[src/rtl/minirisc_pkg.sv]
// Shared MiniRISC constants and the fetch sequencer state encoding.
package minirisc_pkg;

  localparam int unsigned XLEN        = 32;
  localparam int unsigned INSTR_BYTES = 4;

  typedef enum logic [2:0] {
    S_IDLE,
    S_FETCH,
    S_DRAIN,
    S_HOLD,
    S_HALTED
  } fetch_state_e;

endpackage

[src/rtl/next_pc_sel.sv]
// Next-PC mux: redirect target beats sequential PC+4, which beats the saved resume PC.
module next_pc_sel
  import minirisc_pkg::*;
(
  input  logic            redirect_i,
  input  logic            use_seq_i,
  input  logic [XLEN-1:0] redirect_pc_i,
  input  logic [XLEN-1:0] instr_pc_i,
  input  logic [XLEN-1:0] saved_pc_i,
  output logic [XLEN-1:0] next_pc_o
);

  always_comb begin
    next_pc_o = saved_pc_i;
    if (redirect_i) begin
      next_pc_o = redirect_pc_i & ~(XLEN'(INSTR_BYTES - 1));
    end else if (use_seq_i) begin
      // Modulo-2^32 wrap is intended; no carry out.
      next_pc_o = instr_pc_i + XLEN'(INSTR_BYTES);
    end
  end

endmodule

[src/rtl/fetch_ctrl.sv]
// MiniRISC instruction-fetch sequencer: owns the PC, talks req/ack to imem
// and valid/ready to decode, handles redirects and halt/resume.
module fetch_ctrl
  import minirisc_pkg::*;
#(
  parameter logic [31:0] RESET_PC = 32'h0000_0000
) (
  input  logic        clk,
  input  logic        rst_n,
  output logic        imem_req,
  output logic [31:0] imem_addr,
  input  logic        imem_ack,
  input  logic [31:0] imem_rdata,
  output logic [31:0] instr,
  output logic [31:0] instr_pc,
  output logic        instr_valid,
  input  logic        instr_ready,
  input  logic        halt,
  input  logic        resume,
  input  logic        redirect,
  input  logic [31:0] redirect_pc
);

  fetch_state_e state_q, state_d;
  logic [31:0]  fetch_pc_q, fetch_pc_d;
  logic [31:0]  saved_pc_q, saved_pc_d;
  logic [31:0]  instr_q, instr_d;
  logic [31:0]  instr_pc_q, instr_pc_d;
  logic [31:0]  next_pc;

  next_pc_sel u_next_pc_sel (
    .redirect_i    (redirect),
    .use_seq_i     (state_q == S_HOLD),
    .redirect_pc_i (redirect_pc),
    .instr_pc_i    (instr_pc_q),
    .saved_pc_i    (saved_pc_q),
    .next_pc_o     (next_pc)
  );

  always_ff @(posedge clk or negedge rst_n) begin
    if (!rst_n) begin
      state_q    <= S_IDLE;
      fetch_pc_q <= RESET_PC;
      saved_pc_q <= RESET_PC;
      instr_q    <= '0;
      instr_pc_q <= '0;
    end else begin
      state_q    <= state_d;
      fetch_pc_q <= fetch_pc_d;
      saved_pc_q <= saved_pc_d;
      instr_q    <= instr_d;
      instr_pc_q <= instr_pc_d;
    end
  end

  always_comb begin
    state_d    = state_q;
    fetch_pc_d = fetch_pc_q;
    saved_pc_d = saved_pc_q;
    instr_d    = instr_q;
    instr_pc_d = instr_pc_q;
    unique case (state_q)
      S_IDLE: state_d = S_FETCH;
      S_FETCH: begin
        if (imem_ack) begin
          if (redirect) begin
            fetch_pc_d = next_pc;
          end else begin
            state_d    = S_HOLD;
            instr_d    = imem_rdata;
            instr_pc_d = fetch_pc_q;
          end
        end else if (redirect) begin
          // Request cannot be withdrawn; finish it and park the target.
          state_d    = S_DRAIN;
          saved_pc_d = next_pc;
        end
      end
      S_DRAIN: begin
        if (imem_ack) begin
          state_d    = S_FETCH;
          fetch_pc_d = next_pc;
        end else if (redirect) begin
          saved_pc_d = next_pc;
        end
      end
      S_HOLD: begin
        if (redirect) begin
          state_d    = S_FETCH;
          fetch_pc_d = next_pc;
        end else if (instr_ready) begin
          if (halt) begin
            state_d    = S_HALTED;
            saved_pc_d = next_pc;
          end else begin
            state_d    = S_FETCH;
            fetch_pc_d = next_pc;
          end
        end
      end
      S_HALTED: begin
        if (resume) begin
          state_d    = S_FETCH;
          fetch_pc_d = next_pc;
        end else if (redirect) begin
          saved_pc_d = next_pc;
        end
      end
      default: state_d = S_IDLE;
    endcase
  end

  // All outputs decode flops only, so no input reaches an output combinationally.
  assign imem_req    = (state_q == S_FETCH) || (state_q == S_DRAIN);
  assign imem_addr   = fetch_pc_q;
  assign instr       = instr_q;
  assign instr_pc    = instr_pc_q;
  assign instr_valid = (state_q == S_HOLD);

endmodule

[config.mk]
export PLATFORM = sky130hd
export DESIGN_NAME = fetch_ctrl
export DESIGN_NICKNAME = d
export VERILOG_FILES = /design/src/rtl/minirisc_pkg.sv /design/src/rtl/next_pc_sel.sv /design/src/rtl/fetch_ctrl.sv
export SDC_FILE = /design/constraint.sdc
export NUM_CORES = 1
export LEC_CHECK = 0
export CAP_MARGIN = 25
export CORE_MARGIN = 5
export CORE_UTILIZATION = 45
export DETAILED_ROUTE_END_ITERATION = 12
export PLACE_DENSITY = 0.85
export SKIP_LAST_GASP = 1
export SLEW_MARGIN = 20
export SYNTH_ARGS = -nofsm -noshare
export SYNTH_HDL_FRONTEND = slang
export SYNTH_SLANG_ARGS = --single-unit
[constraint.sdc]
create_clock -name clk -period 2.5 [get_ports clk]
set_clock_uncertainty 0.1 [all_clocks]
set_input_delay 0.5 -clock clk [delete_from_list [all_inputs] [get_ports clk]]
set_output_delay 0.5 -clock clk [all_outputs]
set_load 0.02 [all_outputs]
==> metrics.txt, run 1 <==
# TYPE chip_impl_metric gauge
chip_impl_metric{name="setup_viol",unit=""} 0
chip_impl_metric{name="postSynthCellCount",unit=""} 590
chip_impl_metric{name="synth-seq-area-share",unit="%"} 52.9
chip_impl_metric{name="die_area",unit="sq mm"} 0.0162
chip_impl_metric{name="dpl_cell_area",unit="sq mm"} 0.00827
chip_impl_metric{name="htree_num_levels",unit=""} 4
chip_impl_metric{name="leakage",unit="nW"} 3.71
chip_impl_metric{name="cts-buffers-inserted",unit=""} 17
chip_impl_metric{name="area.growth.synth_to_final",unit="%"} 44.0
chip_impl_metric{name="fmax",unit="MHz"} 416
chip_impl_metric{name="synth.avg_cell_area",unit="sq um"} 10.5
chip_impl_metric{name="die_y",unit="um"} 127
chip_impl_metric{name="final_nets",unit=""} 848
chip_impl_info{name="tritoncts",value="yes"} 1
chip_impl_metric{name="syn_nets",unit=""} 662
chip_impl_metric{name="grt_pass1_vias",unit=""} 5686
chip_impl_metric{name="sink_count",unit=""} 131
chip_impl_info{name="rsz0062_at_grt",value="false"} 1
chip_impl_metric{name="tns",unit="ns"} 0
chip_impl_metric{name="totalWireLength",unit="mm"} 17.6
chip_impl_info{name="mostFrequentLayoutCell",value="sky130_fd_sc_hd__clkdlybuf4s50_1"} 1
chip_impl_metric{name="drt-initial-drc-count",unit=""} 415
chip_impl_metric{name="synth_cell_types",unit=""} 48
chip_impl_metric{name="grt_usage",unit="%"} 22.4
chip_impl_metric{name="chipWidth",unit="um"} 127
chip_impl_metric{name="drive_above_1_share",unit="%"} 19.4
chip_impl_metric{name="antenna-diode-count",unit=""} 0
chip_impl_metric{name="report.final.slew_viol_count",unit=""} 0
chip_impl_metric{name="max_cap_violations",unit=""} 0
chip_impl_metric{name="postCtsSetupRepairBufs",unit=""} 0
chip_impl_info{name="hp-class",value="reg2reg"} 1
chip_impl_metric{name="period_needed",unit="ns"} 2.41
chip_impl_metric{name="ys_warn_count",unit=""} 0
chip_impl_metric{name="finalWeightedCongestion",unit=""} 0.861
chip_impl_metric{name="num_io_pins",unit=""} 169
chip_impl_metric{name="max_slew_margin",unit="%"} 66.5
chip_impl_info{name="setup.worst_path.class",value="reg2out"} 1
chip_impl_metric{name="initial_antenna_violation_count",unit=""} 0
chip_impl_metric{name="final.setup.worst_slack",unit="ns"} 0.0940
chip_impl_metric{name="grt-ovfl-total",unit=""} 0
chip_impl_metric{name="synthArstFlopShare",unit="%"} 100
chip_impl_metric{name="timing.critical_path.fanout_max",unit=""} 3
chip_impl_metric{name="layout_worst_path_cycle_share",unit="%"} 96.2
chip_impl_info{name="clock-root-buffer",value="sky130_fd_sc_hd__clkbuf_16"} 1
chip_impl_metric{name="filler_cell_count",unit=""} 1019
chip_impl_info{name="critical_path.startpoint_type",value="register"} 1
chip_impl_metric{name="ys_ff_latch",unit=""} 131
chip_impl_metric{name="fp.coreArea",unit="sq mm"} 0.0133
chip_impl_metric{name="hpwlAfterDp",unit="mm"} 12.7
chip_impl_metric{name="place_worst_setup_slack",unit="ns"} -0.0355
chip_impl_metric{name="drt.antenna.violating_nets",unit=""} 0
chip_impl_metric{name="clk_pin_slew",unit="ns"} 0.05
chip_impl_metric{name="drc",unit=""} 0
chip_impl_metric{name="grt_start_max_net_pins",unit=""} 63
chip_impl_metric{name="worstMarginPinSlew",unit="ns"} 0.503
chip_impl_metric{name="hold_violations",unit=""} 0
chip_impl_metric{name="timing.critical_path.required",unit="ns"} 1.90
chip_impl_metric{name="post-place-cells",unit=""} 932
chip_impl_metric{name="worstSkewPairLatency",unit="ns"} 0.42
chip_impl_metric{name="pwr_density_cell",unit="mW/mm^2"} 1420
chip_impl_info{name="layout_common_cells",value="sky130_fd_sc_hd__clkdlybuf4s50_1, sky130_fd_sc_hd__dfrtp_1, sky130_fd_sc_hd__nor2_1, sky130_fd_sc_hd__mux2_2, sky130_fd_sc_hd__nand2_1"} 1
chip_impl_metric{name="stdcell_count",unit=""} 965
chip_impl_info{name="setup.worst_path.end_class",value="primary output"} 1
chip_impl_info{name="postSynth.topFlopCell",value="sky130_fd_sc_hd__dfrtp_1"} 1
chip_impl_metric{name="number_of_enable_type_register_cells_in_the_synthesized_netlist",unit=""} 0
chip_impl_metric{name="drt_pass1_iterations",unit=""} 5
chip_impl_metric{name="ir_drop",unit="mV"} 0.852
chip_impl_metric{name="final_area",unit="sq mm"} 0.00892
chip_impl_metric{name="placementRows",unit=""} 42
chip_impl_metric{name="arrival",unit="ns"} 1.81
chip_impl_info{name="run_status",value="completed"} 1
chip_impl_metric{name="wl_per_cell",unit="um"} 18.2
chip_impl_metric{name="wire_length_of_the_first_global_routing_pass",unit="mm"} 28.8
chip_impl_metric{name="floorplan.initialDensity",unit="%"} 46.4
chip_impl_metric{name="via_count",unit=""} 5276
chip_impl_metric{name="post_drt_via_cell_ratio",unit=""} 5.47
chip_impl_metric{name="syn_area",unit="sq mm"} 0.00619
chip_impl_metric{name="clock_path_buffers",unit=""} 2
chip_impl_metric{name="numPortBuffers",unit=""} 166
[metal layers]
layer	track usage, %	share of wire, %
met1	27.2	41
met3	5.34	6.4
met5	0	0
met2	38.8	51
met4	8.26	1.9
[final timing paths]
check	from	depth (start not counted)	slack (ns)	endpoint
worst max-delay path	state_q[2]	3	0.09	instr_valid
min in group asynchronous	rst_n	2	0.48	instr[2]
max in group asynchronous	rst_n	3	1.09	instr_pc[23]
worst max register to register	instr_pc[3]	7	0.12	imem_addr[30]
worst min register to register	saved_pc_q[15]	2	0.39	saved_pc_q[15]
worst min-delay path	saved_pc_q[15]	2	0.39	saved_pc_q[15]
[state kept, by name, indices dropped and copies added (netlist names)]
signal,flops
instr_pc,32
state_q,3
saved_pc_q,32
imem_addr,32
instr,32
[logic make-up (layout without fill, tap and decap cells)]
family / count (synthesis) / count (layout) / share of synthesized area, %
adder cells (fa/ha/maj): 1 / 1 / 0.202
multiplexers: 75 / 75 / 13.6
XOR/XNOR: 24 / 24 / 3.39
buffers and inverters: 48 / 247 / 3.47
flip-flops: 131 / 131 / 52.9
AND/OR/NAND/NOR: 193 / 193 / 14.9
AO/OA/AOI/OAI: 118 / 118 / 11.5
[what timing repair did]
action,CTS,global route
endpoints found under the hold margin,43,0
hold buffers,1,0
gates resized for setup,0,3
setup endpoints to repair,0,5
[report_power, final]
| part | switching, W | total (W) | internal, W |
|---|---|---|---|
| Clock | 0.000888 | 0.00266 | 0.00177 |
| Combinational | 0.00312 | 0.00605 | 0.00293 |
| Sequential | 0.000782 | 0.00392 | 0.00313 |
| Total | 0.00479 | 0.0126 | 0.00784 |
[cells in the mapped netlist, types with 3 or more instances]
master                     instances  area share (%)
sky130_fd_sc_hd__dfrtp_1         131              53
sky130_fd_sc_hd__nor2_1           80             4.8
sky130_fd_sc_hd__mux2_2           72              13
sky130_fd_sc_hd__nand2_1          56             3.4
sky130_fd_sc_hd__a21oi_1          33             2.7
sky130_fd_sc_hd__o21ai_0          33             2.7
sky130_fd_sc_hd__a31oi_1          22             2.2
sky130_fd_sc_hd__clkbuf_1         18             1.1
sky130_fd_sc_hd__buf_2            16             1.3
sky130_fd_sc_hd__xnor2_1          15             2.1
sky130_fd_sc_hd__nand3_1          12            0.97
sky130_fd_sc_hd__or3_1            10             1.0
sky130_fd_sc_hd__inv_1             9            0.55
sky130_fd_sc_hd__xor2_1            9             1.3
sky130_fd_sc_hd__a211oi_1          8            0.97
sky130_fd_sc_hd__nor3_1            7            0.57
sky130_fd_sc_hd__o31ai_1           7            0.85
sky130_fd_sc_hd__and4_1            4            0.57
sky130_fd_sc_hd__nand2b_1          4            0.40
sky130_fd_sc_hd__nand4_1           4            0.40
sky130_fd_sc_hd__a21o_1            3            0.36
sky130_fd_sc_hd__mux2i_1           3            0.48
[area by class of cell]
class | instances | area, sq um | area share, %
flip-flops and latches | 131 | 3280 | 36.8
repair buffers | 205 | 2030 | 22.8
multi-input cells | 411 | 2720 | 30.4
well taps | 176 | 220 | 2.47
clock buffers | 23 | 488 | 5.47
clock inverters | 9 | 150 | 1.68
inverters | 10 | 37.5 | 0.421
[critical path, stage by stage, from the launching register on]
cell	delay [ns]
sky130_fd_sc_hd__dfrtp_1	0.37
sky130_fd_sc_hd__nand3b_1	0.27
sky130_fd_sc_hd__clkinv_1	0.14
sky130_fd_sc_hd__clkdlybuf4s50_1	0.61
[through the flow]
step / hold slack (ns) / utilization, % / total power, W
final: 0.387 / 66.8 / 0.0126
after global routing: 0.410 / 66.8 / 0.0134
after CTS: 0.391 / 66.8 / 0.0127
after detailed placement: 0.359 / 61.9 / 0.00998
after global placement: 0.347 / 61.9 / 0.00969
after floorplan: 0.104 / - / 0.00714
(Power assumes the default switching activity.)
==> inputs of run 2 (changes only) <==
TNS_END_PERCENT = 100   (was default)
clock period = 2.8 ns   (was 2.5 ns; I/O delays follow)
==> metrics.txt, run 2 (synthesis results as in run 1) <==
# TYPE chip_impl_metric gauge
chip_impl_metric{name="leakage",unit="nW"} 3.60
chip_impl_metric{name="stdcell_count",unit=""} 947
chip_impl_metric{name="floorplan.initialDensity",unit="%"} 46.4
chip_impl_metric{name="drt.antenna.violating_nets",unit=""} 0
chip_impl_metric{name="clock_path_buffers",unit=""} 2
chip_impl_metric{name="grt_pass1_vias",unit=""} 5464
chip_impl_info{name="slowest_stage",value="sky130_fd_sc_hd__clkdlybuf4s50_1"} 1
chip_impl_metric{name="drt-initial-drc-count",unit=""} 524
chip_impl_metric{name="drc",unit=""} 0
chip_impl_info{name="critical_path.cell_chain",value="nand3b_1 > clkinv_1 > clkdlybuf4s50_1"} 1
chip_impl_metric{name="wire_length_of_the_first_global_routing_pass",unit="mm"} 28.1
chip_impl_metric{name="worstMarginPinSlew",unit="ns"} 0.509
chip_impl_metric{name="ir_drop",unit="mV"} 0.571
chip_impl_metric{name="reg2reg_slack",unit="ns"} 0.30
chip_impl_metric{name="via_count",unit=""} 5253
chip_impl_metric{name="seq_area",unit="sq mm"} 0.00328
chip_impl_metric{name="report.final.slew_viol_count",unit=""} 0
chip_impl_metric{name="postCtsSetupRepairBufs",unit=""} 0
chip_impl_metric{name="layout_worst_path_cycle_share",unit="%"} 94.3
chip_impl_info{name="rsz0062_at_grt",value="false"} 1
chip_impl_metric{name="ctsResizeCount",unit=""} 0
chip_impl_metric{name="hold_ws",unit="ns"} 0.394
chip_impl_metric{name="post_drt_via_cell_ratio",unit=""} 5.55
chip_impl_info{name="layout_common_cells",value="sky130_fd_sc_hd__clkdlybuf4s50_1, sky130_fd_sc_hd__dfrtp_1, sky130_fd_sc_hd__nor2_1, sky130_fd_sc_hd__mux2_2, sky130_fd_sc_hd__nand2_1"} 1
chip_impl_metric{name="initial_antenna_violation_count",unit=""} 0
chip_impl_metric{name="pwr_density_cell",unit="mW/mm^2"} 1260
chip_impl_metric{name="chipWidth",unit="um"} 127
chip_impl_metric{name="drive_above_1_share",unit="%"} 17.3
chip_impl_metric{name="fp.coreArea",unit="sq mm"} 0.0133
chip_impl_metric{name="worstSkewPairLatency",unit="ns"} 0.42
chip_impl_metric{name="grt_usage",unit="%"} 21.8
chip_impl_metric{name="htree_num_levels",unit=""} 4
chip_impl_metric{name="post-place-cells",unit=""} 917
chip_impl_info{name="crit_end",value="instr_valid"} 1
chip_impl_metric{name="timing.critical_path.required",unit="ns"} 2.14
chip_impl_metric{name="max_slew_margin",unit="%"} 66.1
chip_impl_metric{name="setup_viol",unit=""} 0
chip_impl_metric{name="numPortBuffers",unit=""} 166
chip_impl_metric{name="fin_total_pwr",unit="W"} 0.0110
chip_impl_metric{name="fmax",unit="MHz"} 379
chip_impl_info{name="tritoncts",value="yes"} 1
chip_impl_info{name="clock-root-buffer",value="sky130_fd_sc_hd__clkbuf_16"} 1
chip_impl_metric{name="wl_per_cell",unit="um"} 18.3
chip_impl_metric{name="tns",unit="ns"} 0
chip_impl_metric{name="grt_start_max_net_pins",unit=""} 56
chip_impl_metric{name="timing.critical_path.slowest_cell_delay",unit="ns"} 0.62
chip_impl_info{name="worstReg2RegEnd",value="saved_pc_q[26]"} 1
chip_impl_metric{name="totalWireLength",unit="mm"} 17.3
chip_impl_metric{name="timing.critical_path.fanout_max",unit=""} 12
chip_impl_metric{name="antenna-diode-count",unit=""} 0
chip_impl_metric{name="arrival",unit="ns"} 1.98
chip_impl_info{name="crit_start",value="state_q[1]"} 1
chip_impl_metric{name="final_nets",unit=""} 833
chip_impl_metric{name="ctsHoldBuffers",unit=""} 1
chip_impl_metric{name="hpwlAfterDp",unit="mm"} 12.3
chip_impl_metric{name="cts-buffers-inserted",unit=""} 17
chip_impl_metric{name="rr_worst_depth",unit=""} 8
chip_impl_metric{name="sink_count",unit=""} 131
chip_impl_metric{name="filler_cell_count",unit=""} 1029
chip_impl_metric{name="finalWeightedCongestion",unit=""} 0.849
chip_impl_metric{name="drt_pass1_iterations",unit=""} 5
chip_impl_metric{name="period_needed",unit="ns"} 2.64
chip_impl_info{name="setup.worst_path.class",value="reg2out"} 1
chip_impl_info{name="run_status",value="completed"} 1
chip_impl_info{name="critical_path.reg2reg.startpoint",value="state_q[1]"} 1
chip_impl_info{name="mostFrequentLayoutCell",value="sky130_fd_sc_hd__clkdlybuf4s50_1"} 1
chip_impl_metric{name="area.growth.synth_to_final",unit="%"} 40.8
chip_impl_info{name="critical_path.startpoint_type",value="register"} 1
chip_impl_metric{name="max_cap_violations",unit=""} 0
chip_impl_metric{name="num_io_pins",unit=""} 169
chip_impl_metric{name="clk_pin_slew",unit="ns"} 0.05
chip_impl_metric{name="placementRows",unit=""} 42
chip_impl_metric{name="die_y",unit="um"} 127
chip_impl_metric{name="grt-ovfl-total",unit=""} 0
chip_impl_info{name="setup.worst_path.end_class",value="primary output"} 1
chip_impl_metric{name="die_area",unit="sq mm"} 0.0162
chip_impl_info{name="hp-class",value="reg2reg"} 1
chip_impl_metric{name="multiInputGateArea",unit="sq mm"} 0.00271
chip_impl_metric{name="hold_violations",unit=""} 0
run 2: changes by cell type in the layout (fill, tap and decap cells not counted), sizes merged:
cell / change
bufinv: -1
clkinv: -1
dlymetal6s2s: -1
clkdlybuf4s50: +1
clkinvlp: -2
buf: -15
clkbuf: +1
run 2: metal layers:
metal  vias up  global-route usage (%)  part of all wire [%]
li1       2430                       -                     -
met4         0                    7.63                   2.4
met1      2602                    27.3                    42
met3        36                    5.80                   5.9
met5         -                       0                     0
met2       185                    36.5                    50
run 2: stage by stage:
step,area (sq um),worst slack (ns),utilization [%]
3_5_place_dp,8120,0.00495,60.8
2_1_floorplan,6190,0.547,-
5_1_grt,8720,0.0879,65.3
4_1_cts,8720,0.173,65.3
6_report,8720,0.161,65.3
3_3_place_gp,8120,0.139,60.8
run 2: worst max-delay path, delay by kind of cell, from the launching register on:
kind	cells	cell delay [ns]
AND/OR/NAND/NOR	1	0.25
buffers and inverters	2	0.76
flip-flops	1	0.55
run 2: how the worst min path moves through the flow:
stage	from	to	slack [ns]	depth (start not counted)
after detailed placement	saved_pc_q[4]	saved_pc_q[4]	0.38	2
after global routing	saved_pc_q[15]	saved_pc_q[15]	0.41	2
after global placement	saved_pc_q[18]	saved_pc_q[18]	0.36	2
after CTS	saved_pc_q[15]	saved_pc_q[15]	0.40	2
after floorplan	rst_n	imem_addr[0]	0.16	0
final	saved_pc_q[2]	saved_pc_q[2]	0.39	2
run 2: cell type report:
cell class                 count  area share (%)
inverter                      10           0.430
multi-input combinational    411            31.1
clock buffer                  24            5.64
tap                          176            2.53
timing repair buffer         190            21.5
clock inverter                 5            1.15
sequential                   131            37.6
run 2: power by group:
| group | internal [W] | switching (W) | leakage (nW) |
|---|---|---|---|
| Clock | 0.00148 | 0.000760 | 0.292 |
| Sequential | 0.00280 | 0.000790 | 1.57 |
| Combinational | 0.00249 | 0.00265 | 1.74 |
| Total | 0.00677 | 0.00420 | 3.60 |
==> inputs of run 3 (changes only) <==
CAP_MARGIN = 20   (was 25)
HOLD_SLACK_MARGIN = 0.02   (was default)
==> results of run 3 <==
No change in the layout: final DEF, timing and power equal those of run 2.
